===== config.mk =====
export PLATFORM = sky130hd
export DESIGN_NAME = fp_align_add_norm
export DESIGN_NICKNAME = d
export VERILOG_FILES = /design/src/rtl/fp_align_add_norm.sv
export SDC_FILE = /design/constraint.sdc
export NUM_CORES = 1
export LEC_CHECK = 0
export ABC_AREA = 0
export CAP_MARGIN = 20
export CORE_UTILIZATION = 40
export DETAILED_ROUTE_END_ITERATION = 8
export SYNTH_ARGS = -nofsm -noshare
export SYNTH_HDL_FRONTEND = slang
export SYNTH_SLANG_ARGS = --single-unit
export TNS_END_PERCENT = 30

===== constraint.sdc =====
create_clock -name clk -period 1.3 [get_ports clk]
set_input_delay 0.13 -clock clk [delete_from_list [all_inputs] [get_ports clk]]
set_output_delay 0.13 -clock clk [all_outputs]
set_load 0.01 [all_outputs]

===== src/rtl/fp_align_add_norm.sv =====
// rtl/fp_align_add_norm.sv - align, carry-select add and normalize two float significands
//
// Aligns sig_shift right by shift_amt, adds it to sig_fixed with a carry-select
// adder and normalizes the sum against exp_in. One registered output stage.
//
// Ports:
//   clk        in   rising-edge clock
//   rst        in   asynchronous active-high reset
//   in_valid   in   operands valid this cycle
//   sig_shift  in   [23:0] significand to align (hidden bit at [23])
//   shift_amt  in   [7:0]  right-shift amount (exponent difference)
//   sig_fixed  in   [23:0] non-shifted significand
//   exp_in     in   [7:0]  larger biased exponent
//   out_valid  out  in_valid delayed one cycle
//   norm_sig   out  [23:0] normalized significand
//   norm_exp   out  [7:0]  normalized biased exponent
//   cout       out  raw adder carry-out
//   overflow   out  result exponent saturated at 255
//   zero       out  raw sum was zero

module fp_align_add_norm #(
   parameter int BLOCK_W = 4
) (
   input  logic        clk,
   input  logic        rst,
   input  logic        in_valid,
   input  logic [23:0] sig_shift,
   input  logic [7:0]  shift_amt,
   input  logic [23:0] sig_fixed,
   input  logic [7:0]  exp_in,
   output logic        out_valid,
   output logic [23:0] norm_sig,
   output logic [7:0]  norm_exp,
   output logic        cout,
   output logic        overflow,
   output logic        zero
);

   localparam int NB = 24 / BLOCK_W;

   // Leading-zero count of a 24-bit value; an all-zero value reports 24.
   function automatic logic [4:0] lzc(input logic [23:0] v);
      logic [4:0] n;
      logic       found;
      n     = 5'd24;
      found = 1'b0;
      for (int i = 23; i >= 0; i--) begin
         if (!found && v[i]) begin
            n     = 5'(23 - i);
            found = 1'b1;
         end
      end
      return n;
   endfunction

   // ---------------------------------------------------------------- align
   // Shifts of 24 or more clear every bit; shifted-out bits are dropped.
   logic [23:0] shifted;
   assign shifted = (shift_amt >= 8'd24) ? 24'd0 : (sig_shift >> shift_amt);

   // ----------------------------------------------------- carry-select add
   logic [NB:0] carry;
   logic [23:0] sum;
   logic        cout_raw;

   assign carry[0] = 1'b0;

   for (genvar g = 0; g < NB; g++) begin : g_blk
      logic [BLOCK_W:0] s0;
      logic [BLOCK_W:0] s1;
      // Both candidate sums are formed in parallel; the incoming carry only picks one.
      assign s0 = {1'b0, sig_fixed[g*BLOCK_W +: BLOCK_W]}
                + {1'b0, shifted[g*BLOCK_W +: BLOCK_W]};
      assign s1 = {1'b0, sig_fixed[g*BLOCK_W +: BLOCK_W]}
                + {1'b0, shifted[g*BLOCK_W +: BLOCK_W]}
                + {{BLOCK_W{1'b0}}, 1'b1};
      assign sum[g*BLOCK_W +: BLOCK_W] = carry[g] ? s1[BLOCK_W-1:0] : s0[BLOCK_W-1:0];
      assign carry[g+1]                = carry[g] ? s1[BLOCK_W]     : s0[BLOCK_W];
   end

   assign cout_raw = carry[NB];

   // ------------------------------------------------------------ normalize
   logic [4:0]  lz;
   logic [8:0]  exp_inc;
   logic [23:0] n_sig;
   logic [7:0]  n_exp;
   logic        n_ovf;
   logic        n_zero;

   assign lz      = lzc(sum);
   assign exp_inc = {1'b0, exp_in} + 9'd1;

   always_comb begin
      n_sig  = 24'd0;
      n_exp  = 8'd0;
      n_ovf  = 1'b0;
      n_zero = 1'b0;
      if (cout_raw) begin
         if (exp_inc >= 9'd255) begin
            n_exp = 8'd255;
            n_ovf = 1'b1;
         end else begin
            n_sig = {1'b1, sum[23:1]};
            n_exp = exp_inc[7:0];
         end
      end else if (sum == 24'd0) begin
         n_zero = 1'b1;
      end else if (sum[23]) begin
         n_sig = sum;
         n_exp = exp_in;
      end else if ({3'b000, lz} < exp_in) begin
         n_sig = sum << lz;
         n_exp = exp_in - {3'b000, lz};
      end else begin
         // Exponent cannot absorb the full left shift: emit a denormal,
         // shifting only as far as exponent 1 allows.
         n_exp = 8'd0;
         if (exp_in != 8'd0) begin
            n_sig = sum << (exp_in - 8'd1);
         end else begin
            n_sig = sum;
         end
      end
   end

   // ------------------------------------------------------------ registers
   always_ff @(posedge clk or posedge rst) begin
      if (rst) begin
         out_valid <= 1'b0;
         norm_sig  <= 24'd0;
         norm_exp  <= 8'd0;
         cout      <= 1'b0;
         overflow  <= 1'b0;
         zero      <= 1'b0;
      end else begin
         out_valid <= in_valid;
         if (in_valid) begin
            norm_sig <= n_sig;
            norm_exp <= n_exp;
            cout     <= cout_raw;
            overflow <= n_ovf;
            zero     <= n_zero;
         end
      end
   end

endmodule


==> reports/metrics.csv <==
stage,metric,value,unit
global_routing,grt_pass1_vias,11900,
finish,layout.nets,1911,
cts,numCtsBuffers,5,
finish,layout-drive-gt1-share,38.8,%
setup_path,cp_slowest_cell,fa_1,
sta,setup_slack,-5680,ps
setup_path,crit_required,1460,ps
routing,vias_per_cell,6.01,
placed_design,globalplace.congestion,1.03,
floorplanning,dieArea,22300,um2
sta,post-route-period-util,537,%
finish,regArea,901,um2
setup_path,r2r_cells,5,
global_routing,overflow,0,
sta,setup_violations,35,
finish,fillers,1737,
floorplanning,core,21200,um2
synthesis,synth_edf_count,0,
sta,layout_min_cycle_time,6980,ps
synthesis,ys_warn_count,0,
floorplanning,die_h,149,um
placed_design,io_buffers,102,
synthesis,synth_commonest_cells,"155 x nor2_1, 133 x nand2_1, 109 x o21ai_0",
placed_design,post-place-ws,-6590,ps
synthesis,synthCells,1276,
routing,drt-initial-drc-count,1022,
cts,cts_sinks,36,
cts,htreeDepth,2,
synthesis,yosysSeqAreaShare,10.4,%
sta,rsz0062_at_grt,yes,
global_routing,antenna_found_initial,1,
finish,multi_input_area,8270,um2
routing,vias,12500,
routing,drtPass1Iterations,6,
floorplanning,ios,103,
cts,ctsRootBufferMaster,clkbuf_16,
cts,cts_buffer_depth,2,
global_routing,grt_max_degree,37,
finish,antenna_cells,0,
routing,drc,0,
synthesis,syn_area,8690,um2
status,failed_checks,negative setup slack,
routing,ant_nets,0,
setup_path,cp-start-kind,input pin,
setup_path,r2r_slack,-320,ps
synthesis,syn_area_per_cell,6.81,um2
sta,tns,-188190,ps
sta,fin_skew,0,ps
sta,slew_headroom,49.3,%
min_path,hold_class,in -> async,
synthesis,synth_top_area_share,10.4,%
sta,slew_viol_final,0,
power,p_leak,6.74,nW
routing,wl_per_cell,22.0,um
global_routing,globalRouteTotalUtil,39.4,%
sta,fmax,143,MHz
synthesis,yosysMostFrequentCell,nor2_1,
setup_path,max_stage_delay,520,ps
synthesis,synth_fp_nets,1388,
setup_path,path_class,in -> reg,
floorplanning,initial_core_util,41.1,%
floorplanning,num_rows,53,
status,outcome,"finished, violations left",
power,power.density,531,nW/um2
run,max_cap_violations,0,
finish,area_growth,70.8,%
synthesis,synthTopCellsByArea,"dfrtp_1 10%, mux2i_1 7.0%, nor2_1 6.7%",
cts,cts.clk_slew.worst_paths,60,ps
sta,worstMarginPinSlew,741,ps
setup_path,arrival,7140,ps
power,ir_drop,0.000476,V
synthesis,ys_types,91,
synthesis,synth_top_area_cell,dfrtp_1,
global_routing,grt_pass1_wl,67.4,mm
setup_path,end_kind,flip-flop,
floorplanning,fp.dieW,149,um
placed_design,post-dp-hpwl,35.4,mm
sta,hold_viol_final,0,
synthesis,ys_ff_latch,36,
routing,wirelength,45.6,mm
cts,cts_tree,yes,
setup_path,crit_fanout,5,
synthesis,synthFlopType,dfrtp_1,
cts,clk_latency,280,ps
synthesis,synth-async-reset-ratio,100,%
==> flip-flops by register name (all words and copies together), names as in the netlist <==
signal and count:
norm_exp 8, zero 1, norm_sig 24, cout 1, out_valid 1, overflow 1
==> area by class of cell <==
type	instances	area share, %
clock buffers	6	0.868
clock inverters	2	0.236
inverters	31	0.851
multi-input cells	1126	55.7
flip-flops and latches	36	6.07
well taps	275	2.32
repair buffers	599	34.0
==> cells by family after synthesis <==
group           synth area share, %
fa+ha+maj                      7.08
buf+inv                        5.27
mux                            11.9
flops                          10.4
xor+xnor                       7.11
compound gates                 32.4
simple gates                   25.9
==> routing by layer <==
layer	global-route usage, %	wire, um	vias to the layer above
met5	0	15	-
met4	16.8	2420	2
met3	7.96	4020	142
met2	64.0	20700	605
met1	50.5	18400	5908
li1	-	-	5807
==> report_power, final <==
part / switching (mW) / internal, mW / total [mW] / leakage, nW
Sequential: 0.0726 / 1.25 / 1.33 / 0.425
Combinational: 2.75 / 2.42 / 5.17 / 6.23
Clock: 0.484 / 0.902 / 1.39 / 0.0808
Total: 3.30 / 4.58 / 7.88 / 6.74
==> per-stage QoR <==
| step | hold WS [ps] | power [mW] | std cells | area, um2 | utilization (%) |
|---|---|---|---|---|---|
| 2_1_floorplan | 161 | 3.51 | 1276 | 8830 | - |
| 3_3_place_gp | 467 | 5.93 | 2016 | 13200 | 62.5 |
| 3_5_place_dp | 479 | 5.93 | 2016 | 13200 | 62.5 |
| 4_1_cts | 203 | 7.52 | 2056 | 14100 | 66.9 |
| 5_1_grt | 228 | 8.26 | 2075 | 14800 | 70.2 |
| 6_report | 195 | 7.88 | 2075 | 14800 | 70.2 |
==> worst max-delay path: cells and delay by family <==
family	cells	cell delay, ps
xor gates and xnor gates	1	150
adders and majority gates	5	1270
AOI/OAI and AO/OA	12	2270
and+or+nand+nor	7	730
buffers and inverters	9	1410
muxes	4	1160
==> cells in the final DEF (no fill, tap or decap), types with 11 or more instances in the layout <==
| cell type | instances |
|---|---|
| clkdlybuf4s50_1 | 43 |
| nand4_1 | 11 |
| dfrtp_1 | 36 |
| xnor2_1 | 38 |
| dlygate4sd2_1 | 23 |
| nor3_1 | 43 |
| mux2i_1 | 51 |
| buf_6 | 20 |
| mux2_2 | 23 |
| mux2_4 | 11 |
| ha_1 | 34 |
| a21oi_2 | 20 |
| nand2b_1 | 12 |
| a31oi_1 | 19 |
| a211oi_1 | 28 |
| o21ai_0 | 77 |
| dlymetal6s2s_1 | 31 |
| a21o_1 | 17 |
| and2_1 | 13 |
| xor2_1 | 17 |
| buf_4 | 466 |
| nand3_1 | 42 |
| o211ai_1 | 18 |
| o22ai_1 | 15 |
| nor2_1 | 147 |
| inv_1 | 23 |
| a21oi_1 | 86 |
| o21ai_1 | 29 |
| nand2_1 | 132 |
==> repair_timing <==
| item | in CTS | in global routing |
|---|---|---|
| pin swaps | 43 | 55 |
| setup endpoints to repair | 54 | 52 |
| hold buffers | 0 | 0 |
| buffers inserted | 29 | 22 |
| cloned | 4 | 0 |
| resized for setup | 139 | 140 |
==> worst paths after layout <==
| check | startpoint | end |
|---|---|---|
| worst max-delay path | sig_shift[23] | norm_sig[8] |
| worst min-delay path | rst | norm_exp[6] |
| worst max register to register | norm_sig[22] | norm_sig[22] |
| worst min register to register | norm_sig[0] | norm_sig[0] |
| max in group asynchronous | rst | norm_sig[16] |
| min in group clk | in_valid | out_valid |
No activity file was read; power rests on OpenSTA's default activity.
